$ cat config.mk
export PLATFORM = sky130hd
export DESIGN_NAME = reg_desp_ctrl
export DESIGN_NICKNAME = d
export VERILOG_FILES = /design/src/rtl/reg_desp_ctrl_pkg.sv /design/src/rtl/cont_bits.sv /design/src/rtl/reg_desp_ctrl.sv
export SDC_FILE = /design/constraint.sdc
export NUM_CORES = 1
export LEC_CHECK = 0
export CAP_MARGIN = 20
export CORE_ASPECT_RATIO = 0.8
export CORE_MARGIN = 1.5
export CORE_UTILIZATION = 30
export DETAILED_ROUTE_END_ITERATION = 10
export GPL_TIMING_DRIVEN = 0
export PLACE_DENSITY_LB_ADDON = 0.1
export SLEW_MARGIN = 20
export SYNTH_ARGS = -nofsm -noshare
export SYNTH_HDL_FRONTEND = slang
export SYNTH_SLANG_ARGS = --single-unit
$ cat constraint.sdc
create_clock -name CLK -period 2.5 [get_ports CLK]
set_input_delay 0.75 -clock CLK [delete_from_list [all_inputs] [get_ports CLK]]
set_output_delay 0.75 -clock CLK [all_outputs]
set_load 0.02 [all_outputs]
$ cat src/rtl/reg_desp_ctrl_pkg.sv
// Shared definitions for the shift-register controller and the register it drives:
// register operating modes and controller state encoding.
package reg_desp_ctrl_pkg;

    // Register operating modes presented on MODO32
    localparam logic [1:0] MODO_DESP  = 2'b00;  // shift, vacated bit takes S_IN32
    localparam logic [1:0] MODO_ROT   = 2'b01;  // rotate, outgoing bit re-enters
    localparam logic [1:0] MODO_CARGA = 2'b10;  // parallel load from D32

    // Controller states
    typedef enum logic [1:0] {
        ST_IDLE  = 2'd0,
        ST_LOAD  = 2'd1,
        ST_SHIFT = 2'd2,
        ST_FIN   = 2'd3
    } state_t;

    // Mode used while bits are streamed out
    function automatic logic [1:0] stream_mode(input logic rot);
        return rot ? MODO_ROT : MODO_DESP;
    endfunction

endpackage

$ cat src/rtl/cont_bits.sv
// Remaining-bit counter: loads the transfer length, counts down once per
// consumed bit and flags the empty and last-bit conditions.
module cont_bits #(
    parameter int CNT_W = 6
) (
    input  logic             CLK,
    input  logic             RESET_L,
    input  logic             clr,
    input  logic             load,
    input  logic [CNT_W-1:0] load_val,
    input  logic             dec,
    output logic             zero,
    output logic             last
);

    logic [CNT_W-1:0] count;

    // Clear beats load beats decrement; never wraps below zero
    always_ff @(posedge CLK or negedge RESET_L) begin
        if (!RESET_L) begin
            count <= '0;
        end else if (clr) begin
            count <= '0;
        end else if (load) begin
            count <= load_val;
        end else if (dec && (count != '0)) begin
            count <= count - CNT_W'(1);
        end
    end

    assign zero = (count == '0);
    assign last = (count == CNT_W'(1));

endmodule

$ cat src/rtl/reg_desp_ctrl.sv
// Controller for a parallel-load shift register: loads a word, then streams
// up to WIDTH bits out through a ready/valid serial port, with abort support.
module reg_desp_ctrl
    import reg_desp_ctrl_pkg::*;
#(
    parameter int WIDTH = 32,
    parameter int CNT_W = 6
) (
    input  logic             CLK,
    input  logic             RESET_L,
    input  logic             START,
    input  logic [WIDTH-1:0] DATA,
    input  logic [CNT_W-1:0] NBITS,
    input  logic             DIR,
    input  logic             ROT,
    input  logic             FILL,
    input  logic             ABORT,
    input  logic             SER_READY,
    input  logic             S_OUT32,
    output logic             ENB32,
    output logic             DIR32,
    output logic             S_IN32,
    output logic [1:0]       MODO32,
    output logic [WIDTH-1:0] D32,
    output logic             SER_BIT,
    output logic             SER_VALID,
    output logic             BUSY,
    output logic             DONE
);

    localparam logic [CNT_W-1:0] WIDTH_C = CNT_W'(WIDTH);

    state_t           state;
    logic             rot_lat;
    logic             in_shift;
    logic             accept;
    logic             consume;
    logic             cnt_zero;
    logic             cnt_last;
    logic [CNT_W-1:0] nbits_clamped;

    assign in_shift      = (state == ST_SHIFT);
    assign nbits_clamped = (NBITS > WIDTH_C) ? WIDTH_C : NBITS;
    // A new transfer is only taken from IDLE, with a non-empty length, and never under abort
    assign accept        = (state == ST_IDLE) && START && (NBITS != '0) && !ABORT;
    // A bit leaves only when the sink takes it; abort cancels the cycle's bit
    assign consume       = in_shift && SER_READY && !ABORT;

    // Register enable: the load cycle, plus every consumed bit; abort freezes the register
    assign ENB32     = !ABORT && ((state == ST_LOAD) || (in_shift && SER_READY));
    assign SER_VALID = in_shift;
    assign SER_BIT   = in_shift & S_OUT32;

    cont_bits #(
        .CNT_W (CNT_W)
    ) u_cont_bits (
        .CLK      (CLK),
        .RESET_L  (RESET_L),
        .clr      (ABORT),
        .load     (accept),
        .load_val (nbits_clamped),
        .dec      (consume),
        .zero     (cnt_zero),
        .last     (cnt_last)
    );

    // Transfer sequencing with registered register controls, BUSY and DONE
    always_ff @(posedge CLK or negedge RESET_L) begin
        if (!RESET_L) begin
            state   <= ST_IDLE;
            rot_lat <= 1'b0;
            DIR32   <= 1'b0;
            S_IN32  <= 1'b0;
            MODO32  <= MODO_DESP;
            D32     <= '0;
            BUSY    <= 1'b0;
            DONE    <= 1'b0;
        end else if (ABORT) begin
            state <= ST_IDLE;
            BUSY  <= 1'b0;
            DONE  <= 1'b0;
        end else begin
            case (state)
                ST_IDLE: begin
                    DONE <= 1'b0;
                    if (accept) begin
                        state   <= ST_LOAD;
                        D32     <= DATA;
                        DIR32   <= DIR;
                        S_IN32  <= FILL;
                        rot_lat <= ROT;
                        MODO32  <= MODO_CARGA;
                        BUSY    <= 1'b1;
                    end
                end
                ST_LOAD: begin
                    state  <= ST_SHIFT;
                    MODO32 <= stream_mode(rot_lat);
                end
                ST_SHIFT: begin
                    // cnt_zero cannot occur here in normal operation; it only guards
                    // against a stuck transfer if the counter were ever empty
                    if ((consume && cnt_last) || cnt_zero) begin
                        state <= ST_FIN;
                        DONE  <= 1'b1;
                    end
                end
                ST_FIN: begin
                    state <= ST_IDLE;
                    BUSY  <= 1'b0;
                    DONE  <= 1'b0;
                end
                default: begin
                    state <= ST_IDLE;
                    BUSY  <= 1'b0;
                    DONE  <= 1'b0;
                end
            endcase
        end
    end

endmodule

==> results.json, run 1 <==
{
  "outcome": "finished with violations",
  "failed_checks": "DRC",
  "path_clk_slew_ps": 80,
  "place.gp.congestion": 0.828,
  "min_period_ps": 2410,
  "cts_root_buf": "clkbuf_8",
  "slew_viol_final": 0,
  "nNetsFinal": 328,
  "crit_type": "in2reg",
  "vdd_drop_max_mv": 0.543,
  "die_height_um": 79.7,
  "cp_max_fo": 8,
  "worst_skew_pair.late_latency_ps": 290,
  "routed_wl_um": 5320,
  "p_int_uw": 2520,
  "maxCapViolCount": 0,
  "wl_per_cell_um": 14.7,
  "grt_antenna_before_repair": 0,
  "cp_top_family": "simple AND/OR/NAND/NOR gates",
  "pin_count": 88,
  "post-synth-top-area-cell": "dfrtp_1",
  "critPathMaxStageDelay_ps": 500,
  "postRouteAntennaNets": 0,
  "cp.arrival_ps": 2580,
  "syn_avg_cell_area_um2": 12.3,
  "worst_ep_required_time_ps": 2680,
  "io_buffer_count": 87,
  "die_w_um": 98.9,
  "setup_viol": 0,
  "combPwrFrac": 0.531,
  "path_cells": "clkdlybuf4s50_1, nor4_2, a21oi_1, or2_4, o221a_1",
  "hold_viol": 0,
  "syn2layout_area_growth_pct": 50.3,
  "place_inst": 354,
  "viasPerCell": 4.82,
  "worstMarginPinSlew_ps": 603,
  "critPathSlowestCell": "nor4_2",
  "drt_iter0_markers": 107,
  "drc": 3,
  "drive_gt1_frac": 0.215,
  "grt_use_total": 0.141,
  "start_util": 0.316,
  "clkPwrFrac": 0.135,
  "r2r_setup_slack_ps": 250,
  "r2r_cells": 8,
  "synth_area_leaders": "dfrtp_1 (53%), mux2_2 (18%), ha_1 (4.0%)",
  "synth-seq-cells": 47,
  "power_density_nw_per_um2": 1200,
  "power_frac_seq": 0.334,
  "finClkSkew_ps": 6.12,
  "syn_nets": 233,
  "yosysUniqueCellTypes": 40,
  "clockBufferDepth": 2,
  "die_area_um2": 7890,
  "antenna_cells": 0,
  "p_total_uw": 3980,
  "syn-instance-count": 179,
  "grt_pass1_wl_um": 8600,
  "sw_frac_of_total": 0.366,
  "cts_buffers": 5,
  "ys_seq_area_frac": 0.533,
  "synth_top_area_frac": 0.533,
  "rsz0062_at_grt": "false",
  "cts_sinks": 47,
  "gr-total-overflow": 0,
  "dp_hpwl_um": 3940,
  "slew_headroom": 0.598,
  "drt_first_pass_iters": 7,
  "finalCritPeriodShare": 0.962,
  "end_kind": "flop",
  "leakage_uw": 0.00142,
  "num_rows": 27,
  "final_util": 0.475,
  "reg2reg_from": "state[0]",
  "post-cts-setup-buffers": 0,
  "final_cells": 361,
  "path_buf_inv": 1,
  "r2r-end": "u_cont_bits.count[5]",
  "switchingPower_uw": 1460,
  "hold-worst-slack_ps": 406,
  "critPathLaunchType": "input pin",
  "hold_class": "in2async",
  "grt_max_degree": 28,
  "grt_pass1_vias": 1769,
  "cts_tree": "yes",
  "num_vias": 1741,
  "netlist_area_um2": 2210,
  "ys_warn_count": 0,
  "h-tree-depth": 2,
  "core_um2": 6990,
  "max_freq_mhz": 416
}
==> registers in the layout, indices dropped and copies added (netlist names) <==
name	count
BUSY	1
S_IN32	1
DONE	1
state	2
rot_lat	1
MODO32	2
DIR32	1
D32	32
u_cont_bits.count	6
==> final cells by class <==
type | instances | area, µm²
Clock inverter | 1 | 30.0
Clock buffer | 6 | 72.6
Inverter | 10 | 37.5
Sequential cell | 47 | 1180
Fill cell | 673 | 3670
Multi-Input combinational cell | 116 | 968
Timing Repair Buffer | 88 | 886
Tap cell | 87 | 109
Buffer | 6 | 38.8
==> worst register-to-register path, cell delays in order (launching register included) <==
cell and delay (ps):
dfrtp_1 420, inv_1 110, ha_1 140, buf_2 190, nand3b_1 150, a21oi_1 370, buf_2 340, o22ai_1 140
a32o_1 270
==> worst max path at each step <==
stage | start | end | slack, ps | depth (start not counted)
detailed placement | ABORT | ENB32 | -590 | 4
finish | NBITS[1] | u_cont_bits.count[1] | 90 | 5
floorplan | NBITS[1] | MODO32[1] | 450 | 4
global route | START | u_cont_bits.count[5] | 3 | 6
global placement | RESET_L | DONE | -750 | 1
CTS | state[0] | SER_VALID | 3 | 3
==> placed cells by master, fill, tap and decap left out, drive strengths merged, types with 3 or more instances in the layout <==
cell and count:
a21o 3, a21oi 8, a22oi 3, buf 7
clkbuf 7, clkdlybuf4s50 81, dfrtp 47, dlygate4sd2 3
ha 7, inv 10, mux2 36, nand2 7
nor2 10, o21ai 4, o22ai 4
==> cells by family after synthesis <==
group,count (synthesis),share of synthesized area
multiplexers,37,0.188
AND/OR/NAND/NOR,36,0.0912
adder cells (fa/ha/maj),7,0.0397
buffers and inverters,16,0.0300
flip-flops,47,0.533
AO/OA/AOI/OAI,36,0.118
==> synthesized netlist by cell type <==
cell type	instances
nor4b_1	1
o21a_1	1
dfrtp_1	47
a21oi_1	8
nand2b_1	2
o31ai_1	1
a211o_1	1
nor2_1	10
o211a_4	1
and3_1	2
a22o_1	1
a21bo_2	1
nor3_1	2
o221a_1	1
or4_4	1
o2bb2ai_1	1
inv_1	10
a31oi_1	1
ha_1	7
mux2i_1	1
nand3_1	2
o22ai_1	4
nor4_2	1
nand4_1	1
nand3b_1	1
nor2b_1	2
a211o_2	1
a32o_1	2
mux2_2	36
clkbuf_1	1
and2_1	1
nor4bb_1	1
or2_4	1
or3b_2	1
buf_2	5
a21o_1	3
a22oi_1	3
o21ai_0	4
nand2_1	7
a211oi_1	2
==> stage by stage <==
step	setup TNS (ps)	worst slack (ps)	instance area, µm²
after global routing	0	3.06	3320
final	0	94.5	3320
after floorplan	0	453	2210
after CTS	0	3.09	3320
after detailed placement	-8000	-594	3200
after global placement	-44350	-751	3190
==> per-layer routing <==
metal / up-vias / GRT usage / part of all wire
met3: 6 / 0.0464 / 0.059
met2: 51 / 0.230 / 0.46
met1: 849 / 0.180 / 0.47
met5: - / 0 / 0
li1: 835 / - / -
met4: 0 / 0.0357 / 0.010
==> power by group through the flow <==
stage | sequential, µW | combinational (µW) | clock, µW
floorplan | 1700 | 833 | 0
global placement | 1330 | 2130 | 0
detailed placement | 1340 | 2120 | 0
CTS | 1330 | 2130 | 563
global route | 1380 | 2270 | 597
finish | 1330 | 2110 | 536
==> repair_timing <==
action | in CTS | in global routing
cloned | 0 | 0
hold buffers | 0 | 0
endpoints found under the setup margin | 3 | 1
gates resized for setup | 10 | 1
Note: power is estimated with default switching activity, not from simulation.
==> inputs of run 2 (changes only) <==
Settings changed: ABC_AREA from default to 1.
==> run 2 against run 1 <==
Against the previous run: the flow still finishes with violations (DRC); cell count grew 27%; clock power down 16%; via count up 15%; register-to-register slack improved by 550 ps; core utilization down 0.82 points; count of clock-buffer cells in the layout did not move; design area shrank 1.7%.
==> results.json, run 2 <==
{
  "grt_pass1_wl_um": 9400,
  "finClkSkew_ps": 2.25,
  "cts_buffers": 5,
  "finalCritPeriodShare": 0.949,
  "postRouteAntennaNets": 0,
  "ys_seq_area_frac": 0.535,
  "grt_antenna_before_repair": 0,
  "io_buffer_count": 87,
  "synth-edff-count": 0,
  "crit_type": "in2out",
  "fin_area_um2": 3260,
  "post-cts-setup-buffers": 0,
  "worstMarginPinSlew_ps": 596,
  "placed_area_um2": 3180,
  "drt_first_pass_iters": 7,
  "drt_iter0_markers": 65,
  "die_height_um": 79.6,
  "power_density_nw_per_um2": 1120,
  "routed_wl_um": 5500,
  "drive_gt1_frac": 0.0593,
  "synth-seq-cells": 47,
  "fillCellCount": 699,
  "hold-worst-slack_ps": 451,
  "place.gp.congestion": 0.798,
  "grt_max_degree": 48,
  "max_freq_mhz": 421,
  "num_vias": 1994,
  "start_util": 0.315,
  "pin_count": 88,
  "slew_headroom": 0.602,
  "drc": 3,
  "syn2layout_area_growth_pct": 48.2,
  "wl_per_cell_um": 12.0,
  "path_clk_slew_ps": 90,
  "synth_area_leaders": "dfrtp_1 (53%), nand2_1 (25%), ha_1 (4.0%)",
  "p_int_uw": 2170,
  "grt_pass1_vias": 1950,
  "postCtsResizedCells": 4,
  "core_um2": 6990,
  "antenna_cells": 0,
  "cts_tree": "yes",
  "yosysMostFrequentCell": "nand2_1",
  "largest_registers": "D32 x32, u_cont_bits.count x6",
  "cts_sinks": 47,
  "largest_reg_flops": 32,
  "synth_top_area_frac": 0.535,
  "sw_frac_of_total": 0.408,
  "num_rows": 27,
  "gr-total-overflow": 0,
  "worst_skew_pair.late_latency_ps": 300,
  "dp_hpwl_um": 4020,
  "power_frac_seq": 0.357,
  "synthTopCellsByCount": "nand2_1 (148), dfrtp_1 (47), inv_1 (16)",
  "leakage_uw": 0.00168,
  "async_reset_ff_frac": 1.00,
  "cp.arrival_ps": 1620,
  "hold_viol": 0,
  "syn_avg_cell_area_um2": 7.97,
  "die_area_um2": 7860,
  "yosysUniqueCellTypes": 20,
  "switchingPower_uw": 1490,
  "critPathLaunchType": "input pin",
  "viasPerCell": 4.35,
  "clkPwrFrac": 0.123,
  "combPwrFrac": 0.519,
  "vdd_drop_max_mv": 0.528,
  "postCtsHoldBufs": 0,
  "h-tree-depth": 2,
  "p_total_uw": 3660,
  "cts_root_buf": "clkbuf_8",
  "top_register": "D32",
  "grt_use_total": 0.151,
  "min_period_ps": 2370,
  "worst_ep_required_time_ps": 1750,
  "r2r_setup_slack_ps": 800,
  "nNetsFinal": 424,
  "syn-instance-count": 276,
  "die_w_um": 98.7,
  "slew_viol_final": 0,
  "synth_ff_type": "dfrtp_1",
  "layout_common_cells": "nand2_1 (148), clkdlybuf4s50_1 (82), dfrtp_1 (47), inv_1 (16), nor2_1 (14)",
  "netlist_area_um2": 2200,
  "post-synth-top-area-cell": "dfrtp_1",
  "rsz0062_at_grt": "false",
  "clockBufferDepth": 2,
  "hold_class": "in2async",
  "maxCapViolCount": 0,
  "reg2reg_from": "state[0]",
  "setup.worst_path.start": "S_OUT32",
  "mostFrequentLayoutCell": "nand2_1",
  "setup_viol": 0,
  "end_kind": "output pin",
  "failed_checks": "DRC",
  "ys_warn_count": 0,
  "cp_max_fo": 1,
  "outcome": "finished with violations",
  "syn_nets": 330
}
==> run 2: final timing paths <==
check	cells after the start	end
worst max register to register	8	u_cont_bits.count[5]
min in group CLK	2	MODO32[0]
worst max-delay path	4	SER_BIT
max in group asynchronous	1	D32[16]
worst min register to register	2	MODO32[0]
worst min-delay path	1	DONE
==> run 2: per-stage QoR <==
stage,TNS (ps),util,std cells,worst slack (ps)
floorplan,0,-,276,471
finish,0,0.466,458,126
detailed placement,-479,0.454,450,-323
CTS,0,0.466,458,14.6
global route,0,0.466,458,76.7
global placement,-39960,0.455,450,-845
==> run 2: critical path, stage by stage <==
cell and delay, ps:
clkdlybuf4s50_1 450, nand2_1 50, inv_1 50, dlygate4sd2_1 320
==> run 2: logic make-up (layout without fill, tap and decap cells) <==
| logic type | after synthesis | after routing | share of synthesized area |
|---|---|---|---|
| DFF | 47 | 47 | 0.535 |
| adders and majority gates | 7 | 7 | 0.0398 |
| AOI/OAI and AO/OA | 10 | 10 | 0.0250 |
| and+or+nand+nor | 182 | 182 | 0.330 |
| buffers and inverters | 27 | 122 | 0.0580 |
| xor gates and xnor gates | 3 | 3 | 0.0119 |
==> run 2: power groups by stage <==
stage | Clock (µW) | Combinational [µW] | Sequential (µW)
4_1_cts | 474 | 1920 | 1310
3_5_place_dp | 0 | 1920 | 1320
2_1_floorplan | 0 | 715 | 1650
5_1_grt | 509 | 2110 | 1360
3_3_place_gp | 0 | 1890 | 1320
6_report | 452 | 1900 | 1310
==> run 2: area by class of cell <==
class / count / area, µm² / area share
multi-input cells: 202 / 896 / 0.275
clock buffers: 6 / 72.6 / 0.0223
repair buffers: 87 / 867 / 0.266
well taps: 87 / 109 / 0.0334
inverters: 18 / 67.6 / 0.0207
plain buffers: 9 / 60.1 / 0.0184
flip-flops and latches: 47 / 1180 / 0.361
clock inverters: 2 / 12.5 / 0.00384
==> run 2: routing by layer <==
layer,vias up,part of all wire,global-route usage
met1,883,0.48,0.200
li1,1035,-,-
met3,4,0.089,0.0569
met4,0,0.0071,0.0386
met2,72,0.42,0.235
met5,-,0,0
==> inputs of run 3 (changes only) <==
Clock period 2.5 ns to 1.98 ns, I/O delays scaled along.
==> run 3 against run 2 <==
Against the previous run: the run still ends with DRC left; cell count rose by 1.5%; count of clock-buffer cells in the layout did not move; design area rose by 2.5%; worst hold slack got worse by 160 ps; critical path type is now reg2out; flip-flop and latch count did not move; critical endpoint is now SER_VALID; critical path depth fell by 1; core utilization rose by 1.1 points; via count rose by 1.2%; total power rose by 30%.
==> results.json, run 3 (synthesis results as in run 2) <==
{
  "start_util": 0.315,
  "grt_use_total": 0.152,
  "cts_root_buf": "clkbuf_8",
  "final_cells": 465,
  "outcome": "finished with violations",
  "cp_max_fo": 4,
  "largest_registers": "D32 x32, u_cont_bits.count x6",
  "finClkSkew_ps": 3.27,
  "layout_common_cells": "nand2_1 (147), clkdlybuf4s50_1 (81), dfrtp_1 (46), inv_1 (14), nor2_1 (14)",
  "r2r-end": "u_cont_bits.count[5]",
  "rsz0062_at_grt": "false",
  "final_util": 0.478,
  "cts_buffers": 5,
  "slew_headroom": 0.604,
  "min_period_ps": 1900,
  "finalCritPeriodShare": 0.960,
  "failed_checks": "DRC",
  "leakage_uw": 0.00169,
  "die_height_um": 79.6,
  "drive_gt1_frac": 0.0979,
  "setup_viol": 0,
  "end_kind": "output pin",
  "largest_reg_flops": 32,
  "maxCapViolCount": 0,
  "power_density_nw_per_um2": 1420,
  "place_inst": 450,
  "path_buf_inv": 2,
  "cp.arrival_ps": 1310,
  "drt_iter0_markers": 71,
  "p_int_uw": 2810,
  "worstMarginPinSlew_ps": 593,
  "power_frac_seq": 0.348,
  "hold-worst-slack_ps": 293,
  "grt_antenna_before_repair": 0,
  "die_area_um2": 7860,
  "h-tree-depth": 2,
  "r2r_cells": 9,
  "die_w_um": 98.7,
  "top_register": "D32",
  "routed_wl_um": 5600,
  "hold_class": "in2async",
  "vdd_drop_max_mv": 0.667,
  "clkPwrFrac": 0.121,
  "slew_viol_final": 0,
  "gr-total-overflow": 0,
  "r2r_setup_slack_ps": 250,
  "num_rows": 27,
  "syn2layout_area_growth_pct": 51.9,
  "reg2reg_from": "state[0]",
  "dp_hpwl_um": 4020,
  "postRouteAntennaNets": 0,
  "nNetsFinal": 431,
  "path_clk_slew_ps": 90,
  "cts_sinks": 47,
  "cts_tree": "yes",
  "hold_viol": 0,
  "grt_pass1_wl_um": 9420,
  "place.gp.congestion": 0.798,
  "critPathLaunchType": "flop",
  "io_buffer_count": 87,
  "clockBufferDepth": 2,
  "preCtsSetupSlack_ps": -531,
  "worst_slack_ps": 79.0,
  "drt_first_pass_iters": 7,
  "critPathMaxStageDelay_ps": 430,
  "grt_max_degree": 48,
  "mostFrequentLayoutCell": "nand2_1",
  "viasPerCell": 4.34,
  "grt_pass1_vias": 1964,
  "cp_top_family": "flip-flops",
  "drc": 3,
  "wl_per_cell_um": 12.0,
  "path_cells": "buf_4, ha_4, clkdlybuf4s15_1",
  "sw_frac_of_total": 0.406,
  "worst_ep_required_time_ps": 1390,
  "critPathSlowestCell": "dfrtp_2",
  "num_vias": 2017,
  "combPwrFrac": 0.531,
  "fillCellCount": 700,
  "postCtsHoldBufs": 0,
  "antenna_cells": 0,
  "pin_count": 88,
  "crit_type": "reg2out",
  "switchingPower_uw": 1930,
  "core_um2": 6990,
  "worst_skew_pair.late_latency_ps": 300,
  "finalSetupTns_ps": 0,
  "max_freq_mhz": 526
}
-- run 3: worst max-delay path by stage --
stage	start	to	slack (ps)	cells after the start
after floorplan	state[0]	ENB32	110	4
after global placement	RESET_L	D32[27]	-1210	1
after detailed placement	ABORT	ENB32	-530	3
after CTS	state[0]	ENB32	20	5
after global routing	state[0]	ENB32	10	5
final	state[1]	SER_VALID	80	3
-- run 3: power groups by stage --
stage / logic (µW) / registers (µW) / clock network [µW]
finish: 2520 / 1650 / 572
floorplan: 903 / 2080 / 0
CTS: 2470 / 1650 / 598
global route: 2790 / 1710 / 642
detailed placement: 2420 / 1660 / 0
global placement: 2390 / 1670 / 0
-- run 3: worst register-to-register path, stage by stage, from the launching register on --
cell and delay (ps):
dfrtp_1 420, inv_2 90, buf_4 110, ha_1 220, nand2_1 90, inv_2 90
nand2_2 110, a21oi_1 330, nand3_1 140, nand2_1 80
-- run 3: final cells by class --
class                           instances  area [µm²]  share of cell area
Sequential cell                        47        1180               0.352
Multi-Input combinational cell        202         927               0.278
Timing Repair Buffer                   94         915               0.274
Tap cell                               87         109              0.0326
Clock buffer                            6        72.6              0.0217
Inverter                               18        67.6              0.0202
Buffer                                  9        60.1              0.0180
Clock inverter                          2        12.5             0.00375
-- run 3: timing repair --
action | 4_1_cts | 5_1_grt
pin swaps | 2 | 0
gates resized for setup | 17 | 6
setup buffers | 4 | 3
setup endpoints to repair | 3 | 2
-- run 3: metal layers --
layer / GRT usage / share of wire / vias up
met5: 0 / 0 / -
met4: 0.0386 / 0.0070 / 0
met3: 0.0569 / 0.075 / 4
met2: 0.238 / 0.43 / 62
met1: 0.199 / 0.49 / 902
li1: - / - / 1049
-- run 3: per-stage QoR --
stage                     cell area, µm²  power (µW)
after CTS                           3290        4720
after detailed placement            3180        4080
after floorplan                     2200        2990
final                               3340        4740
after global routing                3340        5140
after global placement              3180        4060
